$ cat src/rtl/lut_pkg.sv
// Shared definitions for the LUT programming path: op encodings, default
// widths, writer state encoding and the reference operation function.
package lut_pkg;

  localparam int LUT_ADDR_W = 4;
  localparam int LUT_DATA_W = 2;

  localparam logic [1:0] OP_AND  = 2'd0;
  localparam logic [1:0] OP_OR   = 2'd1;
  localparam logic [1:0] OP_XOR  = 2'd2;
  localparam logic [1:0] OP_NAND = 2'd3;

  typedef enum logic [2:0] {
    S_IDLE   = 3'd0,
    S_WRITE  = 3'd1,
    S_VERIFY = 3'd2,
    S_DRAIN  = 3'd3,
    S_DONE   = 3'd4
  } lut_state_t;

  // Bitwise 2-input op; the result is already LUT_DATA_W wide, so NAND
  // needs no extra masking.
  function automatic logic [LUT_DATA_W-1:0] lut_func(
    input logic [1:0]            op,
    input logic [LUT_DATA_W-1:0] a,
    input logic [LUT_DATA_W-1:0] b
  );
    logic [LUT_DATA_W-1:0] y;
    case (op)
      OP_AND:  y = a & b;
      OP_OR:   y = a | b;
      OP_XOR:  y = a ^ b;
      default: y = ~(a & b);
    endcase
    return y;
  endfunction

endpackage

$ cat src/rtl/lut_writer_if.sv
// LUT RAM port bundle between the writer (master) and the RAM (slave).
//
// Handshake: there is no valid/ready pair on this bus. wr_en is a one-cycle
// write strobe qualifying wr_addr/wr_data, sampled by the RAM on the rising
// edge. Reads are unconditional: rd_data returns mem[rd_addr] exactly one
// cycle after rd_addr is presented, with no back-pressure.
interface lut_writer_if #(
  parameter int ADDR_W = 4,
  parameter int DATA_W = 2
);
  logic              wr_en;
  logic [ADDR_W-1:0] wr_addr;
  logic [DATA_W-1:0] wr_data;
  logic [ADDR_W-1:0] rd_addr;
  logic [DATA_W-1:0] rd_data;

  modport master (output wr_en, wr_addr, wr_data, rd_addr, input rd_data);
  modport slave  (input wr_en, wr_addr, wr_data, rd_addr, output rd_data);
endinterface

$ cat src/rtl/lut_op.sv
// Combinational op evaluator: one LUT entry value from op and the two
// address halves.
module lut_op
  import lut_pkg::*;
(
  input  logic [1:0]            op,
  input  logic [LUT_DATA_W-1:0] a,
  input  logic [LUT_DATA_W-1:0] b,
  output logic [LUT_DATA_W-1:0] y
);
  assign y = lut_func(op, a, b);
endmodule

$ cat src/rtl/lut_writer.sv
// Fills the LUT RAM with f(op, addr[3:2], addr[1:0]) one entry per cycle,
// then optionally reads every entry back and counts mismatches.
module lut_writer
  import lut_pkg::*;
#(
  parameter int ADDR_W = LUT_ADDR_W,
  parameter int DATA_W = LUT_DATA_W
) (
  input  logic              clk,
  input  logic              rst_n,
  input  logic              start,
  input  logic [1:0]        op,
  input  logic              verify_en,
  lut_writer_if.master      lut,
  output logic              busy,
  output logic              done,
  output logic              err,
  output logic [ADDR_W:0]   err_cnt,
  output lut_state_t        dbg_state
);

  lut_state_t        state, state_next;
  logic [ADDR_W-1:0] addr, addr_next;
  logic [1:0]        op_q, op_next;
  logic              ver_q, ver_next;
  logic              accept, last;
  logic [ADDR_W-1:0] cmp_addr;
  logic              cmp_en, mismatch;
  logic [DATA_W-1:0] wr_data_next, exp_data;

  logic              wr_en_d, busy_d, done_d;
  logic [ADDR_W-1:0] wr_addr_d, rd_addr_d;
  logic [DATA_W-1:0] wr_data_d;

  assign accept    = (state == S_IDLE) && start;
  assign last      = (addr == {ADDR_W{1'b1}});
  assign op_next   = accept ? op : op_q;
  assign ver_next  = accept ? verify_en : ver_q;
  assign dbg_state = state;

  // rd_data lags rd_addr by one cycle, so the entry under test is addr-1.
  // In DRAIN addr has wrapped to 0, which makes addr-1 the final entry.
  assign cmp_addr = addr - 1'b1;
  assign cmp_en   = ((state == S_VERIFY) && (addr != '0)) || (state == S_DRAIN);
  assign mismatch = cmp_en && (lut.rd_data != exp_data);

  lut_op u_wr_op (
    .op (op_next),
    .a  (addr_next[ADDR_W-1 -: DATA_W]),
    .b  (addr_next[DATA_W-1:0]),
    .y  (wr_data_next)
  );

  lut_op u_exp_op (
    .op (op_q),
    .a  (cmp_addr[ADDR_W-1 -: DATA_W]),
    .b  (cmp_addr[DATA_W-1:0]),
    .y  (exp_data)
  );

  // State register with address counter and run configuration latched at start
  always_ff @(posedge clk or negedge rst_n) begin
    if (!rst_n) begin
      state <= S_IDLE;
      addr  <= '0;
      op_q  <= '0;
      ver_q <= 1'b0;
    end else begin
      state <= state_next;
      addr  <= addr_next;
      op_q  <= op_next;
      ver_q <= ver_next;
    end
  end

  // Next-state and address sequencing
  always_comb begin
    state_next = state;
    addr_next  = addr;
    unique case (state)
      S_IDLE: begin
        if (start) begin
          state_next = S_WRITE;
          addr_next  = '0;
        end
      end
      S_WRITE: begin
        addr_next = addr + 1'b1;
        if (last) state_next = ver_q ? S_VERIFY : S_DONE;
      end
      S_VERIFY: begin
        addr_next = addr + 1'b1;
        if (last) state_next = S_DRAIN;
      end
      S_DRAIN: state_next = S_DONE;
      S_DONE:  state_next = S_IDLE;
      default: state_next = S_IDLE;
    endcase
  end

  // Output decode from the next state so every output leaves a flop
  always_comb begin
    wr_en_d   = (state_next == S_WRITE);
    wr_addr_d = wr_en_d ? addr_next : '0;
    wr_data_d = wr_en_d ? wr_data_next : '0;
    rd_addr_d = (state_next == S_VERIFY) ? addr_next : '0;
    busy_d    = (state_next == S_WRITE) || (state_next == S_VERIFY) ||
                (state_next == S_DRAIN);
    done_d    = (state_next == S_DONE);
  end

  // Output registers
  always_ff @(posedge clk or negedge rst_n) begin
    if (!rst_n) begin
      lut.wr_en   <= 1'b0;
      lut.wr_addr <= '0;
      lut.wr_data <= '0;
      lut.rd_addr <= '0;
      busy        <= 1'b0;
      done        <= 1'b0;
    end else begin
      lut.wr_en   <= wr_en_d;
      lut.wr_addr <= wr_addr_d;
      lut.wr_data <= wr_data_d;
      lut.rd_addr <= rd_addr_d;
      busy        <= busy_d;
      done        <= done_d;
    end
  end

  // Sticky mismatch flag and count, cleared only by an accepted start
  always_ff @(posedge clk or negedge rst_n) begin
    if (!rst_n) begin
      err     <= 1'b0;
      err_cnt <= '0;
    end else if (accept) begin
      err     <= 1'b0;
      err_cnt <= '0;
    end else if (mismatch) begin
      err     <= 1'b1;
      err_cnt <= err_cnt + 1'b1;
    end
  end

endmodule

$ cat src/flat_wrapper.sv
// flat-port wrapper written by rule: the top's interface ports become plain ports
module lut_writer_flat import lut_pkg::*;
#(
  parameter int ADDR_W = LUT_ADDR_W,
  parameter int DATA_W = LUT_DATA_W
)
  (clk, rst_n, start, op, verify_en, busy, done, err, err_cnt, dbg_state, lut_wr_en, lut_wr_addr, lut_wr_data, lut_rd_addr, lut_rd_data);
  lut_writer_if #(.ADDR_W(ADDR_W), .DATA_W(DATA_W)) lut_i ();
  input  logic clk;
  input  logic rst_n;
  input  logic start;
  input  logic [1:0] op;
  input  logic verify_en;
  output logic busy;
  output logic done;
  output logic err;
  output logic [ADDR_W:0] err_cnt;
  output lut_state_t dbg_state;
  output wire logic [$bits(lut_i.wr_en)-1:0] lut_wr_en;
  output wire logic [$bits(lut_i.wr_addr)-1:0] lut_wr_addr;
  output wire logic [$bits(lut_i.wr_data)-1:0] lut_wr_data;
  output wire logic [$bits(lut_i.rd_addr)-1:0] lut_rd_addr;
  input wire logic [$bits(lut_i.rd_data)-1:0] lut_rd_data;
  assign lut_wr_en = lut_i.wr_en;
  assign lut_wr_addr = lut_i.wr_addr;
  assign lut_wr_data = lut_i.wr_data;
  assign lut_rd_addr = lut_i.rd_addr;
  assign lut_i.rd_data = lut_rd_data;
  lut_writer #(.ADDR_W(ADDR_W), .DATA_W(DATA_W)) u_core (.clk(clk), .rst_n(rst_n), .start(start), .op(op), .verify_en(verify_en), .lut(lut_i), .busy(busy), .done(done), .err(err), .err_cnt(err_cnt), .dbg_state(dbg_state));
endmodule
$ cat config.mk
export PLATFORM = sky130hd
export DESIGN_NAME = lut_writer_flat
export DESIGN_NICKNAME = d
export VERILOG_FILES = /design/src/rtl/lut_pkg.sv /design/src/rtl/lut_writer_if.sv /design/src/rtl/lut_op.sv /design/src/rtl/lut_writer.sv /design/src/flat_wrapper.sv
export SDC_FILE = /design/constraint.sdc
export NUM_CORES = 1
export LEC_CHECK = 0
export CAP_MARGIN = 20
export CORE_MARGIN = 2
export CORE_UTILIZATION = 30
export CTS_BUF_LIST = sky130_fd_sc_hd__clkbuf_4 sky130_fd_sc_hd__clkbuf_8 sky130_fd_sc_hd__clkbuf_16
export CTS_CLUSTER_DIAMETER = 60
export DETAILED_ROUTE_END_ITERATION = 8
export PLACE_DENSITY_LB_ADDON = 0.25
export SYNTH_ARGS = -nofsm -noshare
export SYNTH_HDL_FRONTEND = slang
export SYNTH_SLANG_ARGS = --single-unit
$ cat constraint.sdc
create_clock -name clk -period 3.2 [get_ports clk]
set_clock_uncertainty 0.15 [all_clocks]
set_input_delay 0.32 -clock clk [delete_from_list [all_inputs] [get_ports clk]]
set_output_delay 0.32 -clock clk [all_outputs]
set_load 0.05 [all_outputs]
---- Word level (Yosys, flattened, before mapping) ----
Index checks and enable logic that the tools add are counted.
word-level totals
  flip-flop bits (word level) ............. 29
  input port bits ......................... 8
  output and inout port bits .............. 22
  word-level logic and storage cells ...... 65
operators by class
  add/sub/neg operators ................... 3
  eq/ne operators ......................... 13
  muxes and demuxes ....................... 17
  bitwise gates (word level) .............. 8
  reduce and logical (&&, ||, !) cells .... 12
operators by type and width
  kind                 number
  $eq 3x2->1 const B   4
  $mux 3               4
  $mux 4               3
  $pmux 2 s3           2
  $pmux 3 s4           1
  $mux 5               2
  $pmux 4 s2           1
  $eq 3x1->1 const B   2
  $add 5x1->5 const B  1
  $add 4x1->4 const B  1
  $and 2x2->2          2
  $eq 2x1->1 const B   2
  $eq 2x2->1 const B   2
  $eq 4x4->1 const B   1
  $logic_not 2->1      2
  $mux 2               2
  $not 2->2            2
  $or 2x2->2           2
  $reduce_bool 4->1    1
  $sub 4x1->4 const B  1
  $xor 2x2->2          2
  $eq 3x3->1 const B   1
  $logic_and 1x1->1    3
  $logic_not 3->1      1
  5 further kinds      8

---- Logic depth before layout (Yosys ltp) ----
  depth after elaboration ................. 8
  depth in mapped cells ................... 12
  mapped depth without buffers ............ 11

---- Modules after synthesis ----
A second synthesis with hierarchy kept.
unflattened totals
  cells, all modules ...................... 166
  area, all modules ....................... 1626.6 sq um
by module, submodules not included
  module      times used  cells an instance  area an instance (sq um)  seq. area each (sq um)
  lut_writer  1           126                1363.8                    725.7
  lut_op      2           20                 131.4                     0.0

---- Least setup slack after synthesis ----
OpenSTA, ideal clock, no wires.
  kind .................................... reg2reg
  from .................................... register u_core.state[2] (netlist: u_core.dbg_state[2])
  to ...................................... register u_core.lut.wr_data[1]
  library setup time ...................... 0.130 ns
  data arrival time ....................... 2.302 ns
  data required time ...................... 2.920 ns
  path slack .............................. 0.618 ns
  stages on the path, launching flop included .. 12
  buffers on the path ..................... 1
  clock period less this slack ............ 2.582 ns
  cell sequence ........................... dfrtp_1 buf_2 inv_1 a32oi_1 nor2_1 a221oi_1 inv_1 ha_1 nor2b_1 mux2i_1 o211ai_1 a21oi_1
between the ends
  longest elaborated chain between the ends .. 7
  elaborated cells on any way between the ends .. 22
  those cells by class .................... eq/ne: 6; mux: 8; bitwise: 4; reduce/logical: 4
ends and longest elaborated chain
  item                                             RTL line                      text
  start, declared                                  lut_writer.sv:22              lut_state_t state, state_next;
  start signal, assigned                           lut_writer.sv:69              state <= state_next;
  $eq 3x1->1 / $eq 3x2->1 (equally long branches)  lut_writer.sv:80              unique case (state)
  $reduce_or 2->1 (no line)                        --
  $pmux 4 s2 *                                     lut_writer.sv:80
  via u_core.addr_next[1]                          lut_writer.sv:23              logic [ADDR_W-1:0] addr, addr_next;
  $and 2x2->2                                      lut_pkg.sv:30, lut_pkg.sv:33
  $not 2->2                                        lut_pkg.sv:33                 default: y = ~(a & b);
  $pmux 2 s3 *                                     lut_pkg.sv:29                 case (op)
  $mux 2 *                                         lut_writer.sv:105             wr_data_d = wr_en_d ? wr_data_next : '0;
  via u_core.wr_data_d[1]                          lut_writer.sv:33              logic [DATA_W-1:0] wr_data_d;
  end signal, assigned                             lut_writer.sv:124             lut.wr_data <= wr_data_d;
  end, declared                                    lut_writer_if.sv:17           modport master (output wr_en, wr_addr, wr_data, rd_addr, input rd_data);
The timed path passes the listed nets; every way through them passes the cells marked *.
A chain may end at the register's enable or synchronous reset.

---- Worst setup path in the final report ----
  from .................................... register u_core.addr[0]
  to ...................................... register u_core.lut.wr_data[1]
between the ends
  longest elaborated chain between the ends .. 6
  elaborated cells on any way between the ends .. 13
  those cells by class .................... add/sub: 1; eq/ne: 2; mux: 6; bitwise: 4
ends and longest elaborated chain
  item                     RTL line                            text
  start, declared          lut_writer.sv:23
  start signal, assigned   lut_writer.sv:70                    addr <= addr_next;
  $add 4x1->4 *            lut_writer.sv:88, lut_writer.sv:92
  $pmux 4 s2 *             lut_writer.sv:80
  via u_core.addr_next[1]  lut_writer.sv:23
  $and 2x2->2              lut_pkg.sv:30, lut_pkg.sv:33
  $not 2->2                lut_pkg.sv:33
  $pmux 2 s3 *             lut_pkg.sv:29
  $mux 2 *                 lut_writer.sv:105
  via u_core.wr_data_d[1]  lut_writer.sv:33
Marks and branches as above.

==> impl_metrics.env <==
export IMPL_setup_tns_final_ns=0
export IMPL_synth_compound_gate_area_share_pct=13.5
export IMPL_drtAntennaViolNets=0
export IMPL_timing_final_setup_violations=0
export IMPL_drt_total_wl_mm=3.41
export IMPL_total_leakage_power_uw=0.000955
export IMPL_clock_sinks=29
export IMPL_post_cts_resize_count=0
export IMPL_timing_max_cap_violations=0
export IMPL_cp_required_ns=3.21
export IMPL_relSlewSlack_pct=60.1
export IMPL_flip_flop_and_latch_area_um2=726
export IMPL_synth_async_reset_ratio_pct=100
export IMPL_grt_overflow_total=0
export IMPL_first_global_vias=1285
export IMPL_timing_critical_path_fanout_max=10
export IMPL_clock_tree_htree_level_count=2
export IMPL_detailedRoute_firstIterationViolations=86
export IMPL_dp_hpwl_mm=2.53
export IMPL_synth_simple_gate_area_share_pct=17.0
export IMPL_cts_root_to_sink_buffers=2
export IMPL_most_common_cell_in_the_netlist="sky130_fd_sc_hd__dfrtp_1"
export IMPL_yosys_area_share_xor_xnor_pct=2.72
export IMPL_timing_critical_path_arrival_ns=2.86
export IMPL_design_final_nets=218
export IMPL_hold_class="in -> async"
export IMPL_netlist_cell_type_count=35
export IMPL_cts_tree="done"
export IMPL_route_detailed_vias_per_inst=4.76
export IMPL_synth_enable_flop_cells=0
export IMPL_cts_hold_buffers=0
export IMPL_grt_first_pass_wirelength_mm=5.93
export IMPL_regToRegEndpoint="u_core.lut.wr_data[1]"
export IMPL_die_height_um=77.3
export IMPL_setup_reg_to_reg_worst_slack_ns=0.35
export IMPL_main_combinational_cell_family_by_area_after_synthesis="simple AND/OR/NAND/NOR gates"
export IMPL_critical_path_startpoint_type="register"
export IMPL_cts_setup_buffers=0
export IMPL_timing_fmax_ghz=0.351
export IMPL_gpl_final_weighted_congestion=0.769
export IMPL_postSynthRegisterBits=29
export IMPL_worst_skew_pair_late_latency_ns=0.28
export IMPL_global_route_usage_total_pct=12.6
export IMPL_worstReg2RegStart="u_core.addr[0]"
export IMPL_drive_above_1_share_pct=7.00
export IMPL_cts_root_buffer_cell="sky130_fd_sc_hd__clkbuf_8"
export IMPL_residual_drc_count=0
export IMPL_fp_dieArea_um2=5970
export IMPL_timing_critical_path_to_type="register"
export IMPL_post_synthesis_net_count=188
export IMPL_placement_io_buffers=29
export IMPL_clk_pin_slew_worst_paths_ns=0.06
export IMPL_fin_crit_ns=2.85
export IMPL_synth_top_cell_area_share_pct=45.0
export IMPL_cts_inserted_buffers=5
export IMPL_yosysWarnings=0
export IMPL_synth_largest_area_cell="sky130_fd_sc_hd__dfrtp_1"
export IMPL_critical_path_class="reg -> reg"
export IMPL_total_power_uw=2290
export IMPL_initial_utilization_pct=31.4
export IMPL_finalHoldViolations=0
export IMPL_grt_max_degree=30
export IMPL_io_pins=30
export IMPL_number_of_pins_with_negative_max_slew_slack_in_the_final_report=0
export IMPL_std_cell_rows=26
export IMPL_number_of_cells_produced_by_synthesis=169
export IMPL_wl_per_cell_um=12.6
export IMPL_ir_worst_vdd_mv=0.600
export IMPL_portion_of_the_clock_cycle_consumed_by_the_worst_path_in_the_final_layout_pct=89.0
export IMPL_vias=1286
export IMPL_post_synth_instance_area_um2=1610
export IMPL_synth_seq_area_share_pct=45.0
export IMPL_grt_antenna_before_repair=0
export IMPL_top_cells_by_count_synth="sky130_fd_sc_hd__dfrtp_1, sky130_fd_sc_hd__nand2_1, sky130_fd_sc_hd__inv_1, sky130_fd_sc_hd__nor2_1, sky130_fd_sc_hd__ha_1"
export IMPL_power_per_cell_area_nw_per_um2=1110
export IMPL_drt_pass1_iterations=4
export IMPL_num_fill_cells=547
export IMPL_multi_input_comb_area_um2=791
export IMPL_outcome="finished, final reports clean"
export IMPL_dieWidth_um=77.3
export IMPL_synth_area_per_cell_um2=9.54
export IMPL_diodes=0
export IMPL_area_growth_syn_to_layout_pct=28.3
export IMPL_r2r_cells=11
export IMPL_rsz0062_at_grt="no"
export IMPL_worstMarginPinSlew_ns=0.598
export IMPL_synthFlopType="sky130_fd_sc_hd__dfrtp_1"
export IMPL_synth_top_cells_by_area="sky130_fd_sc_hd__dfrtp_1, sky130_fd_sc_hd__ha_1, sky130_fd_sc_hd__mux2i_1"
export IMPL_yosys_area_share_adder_pct=8.54
export IMPL_design_core_area_um2=5140
export IMPL_post_synth_mux_area_share_pct=7.30
-- worst max-delay path by stage --
stage | startpoint | slack (ns) | end
final | u_core.addr[0] | 0.35 | u_core.lut.wr_data[1]
after global routing | u_core.addr[0] | 0.09 | u_core.lut.wr_data[1]
after CTS | u_core.addr[0] | 0.36 | u_core.lut.wr_data[1]
after detailed placement | u_core.addr[0] | 0.36 | u_core.lut.wr_data[1]
after global placement | u_core.addr[0] | 0.54 | u_core.lut.wr_data[1]
after floorplan | u_core.dbg_state[2] | 0.62 | u_core.lut.wr_data[1]
-- per-layer routing --
layer / global-route usage (%) / part of all wire, %
met2: 19.7 / 48
met4: 6.43 / 2.2
met5: 0 / 0
met1: 16.3 / 47
met3: 2.82 / 2.5
-- stage by stage --
step	area, µm²	utilization (%)	hold WS, ns	setup WS, ns	cells
2_1_floorplan	1610	-	-0.126	0.618	169
3_3_place_gp	1970	38.2	0.362	0.540	262
3_5_place_dp	1970	38.2	0.358	0.365	262
4_1_cts	2070	40.2	0.284	0.360	270
5_1_grt	2070	40.2	0.308	0.0917	270
6_report	2070	40.2	0.277	0.351	270
-- final cells by class --
class                      count  area share [%]
clock buffer                   7            4.66
clock inverter                 1           0.242
inverter                      15            2.72
multi-input combinational    117            38.3
sequential                    29            35.1
tap                           70            4.24
timing repair buffer          31            14.8
-- power by group --
group,switching [µW],leakage [µW],internal (µW)
Sequential,147,0.000364,498
Clock,140,0.0000542,194
Combinational,789,0.000536,526
Total,1080,0.000955,1220
-- state kept, by name (all words and copies together), names as in the netlist --
| register | count |
|---|---|
| u_core.err | 1 |
| u_core.lut.wr_data | 2 |
| u_core.lut.rd_addr | 4 |
| u_core.lut.wr_addr | 4 |
| u_core.op_q | 2 |
| u_core.lut.wr_en | 1 |
| u_core.done | 1 |
| u_core.addr | 4 |
| u_core.ver_q | 1 |
| u_core.err_cnt | 5 |
| u_core.dbg_state | 3 |
| u_core.busy | 1 |
-- layout by cell type, fill, tap and decap left out, types with 6 or more instances in the layout --
cell                              instances
sky130_fd_sc_hd__nand2_1                 17
sky130_fd_sc_hd__dfrtp_1                 29
sky130_fd_sc_hd__ha_1                    11
sky130_fd_sc_hd__clkbuf_8                 7
sky130_fd_sc_hd__inv_1                   15
sky130_fd_sc_hd__mux2i_1                  8
sky130_fd_sc_hd__nor2_1                  14
sky130_fd_sc_hd__nand3_1                  9
sky130_fd_sc_hd__a21oi_1                  9
sky130_fd_sc_hd__clkdlybuf4s50_1         29
sky130_fd_sc_hd__nor2b_1                  6
-- cell families after synthesis --
| kind of cell | Yosys count |
|---|---|
| xor+xnor | 5 |
| compound gates | 32 |
| mux | 11 |
| buf+inv | 23 |
| simple gates | 58 |
| flops | 29 |
| fa+ha+maj | 11 |
-- critical path, stage by stage (launching register included) --
cell and delay, ns:
sky130_fd_sc_hd__dfrtp_1 0.51, sky130_fd_sc_hd__inv_1 0.11, sky130_fd_sc_hd__ha_1 0.34, sky130_fd_sc_hd__a32oi_1 0.21
sky130_fd_sc_hd__nor2_1 0.06, sky130_fd_sc_hd__a221oi_1 0.51, sky130_fd_sc_hd__inv_1 0.14, sky130_fd_sc_hd__ha_1 0.30
sky130_fd_sc_hd__nor2b_1 0.13, sky130_fd_sc_hd__mux2i_1 0.08, sky130_fd_sc_hd__o211ai_1 0.11, sky130_fd_sc_hd__a21oi_1 0.08
Note: power is estimated with default switching activity, not from simulation.
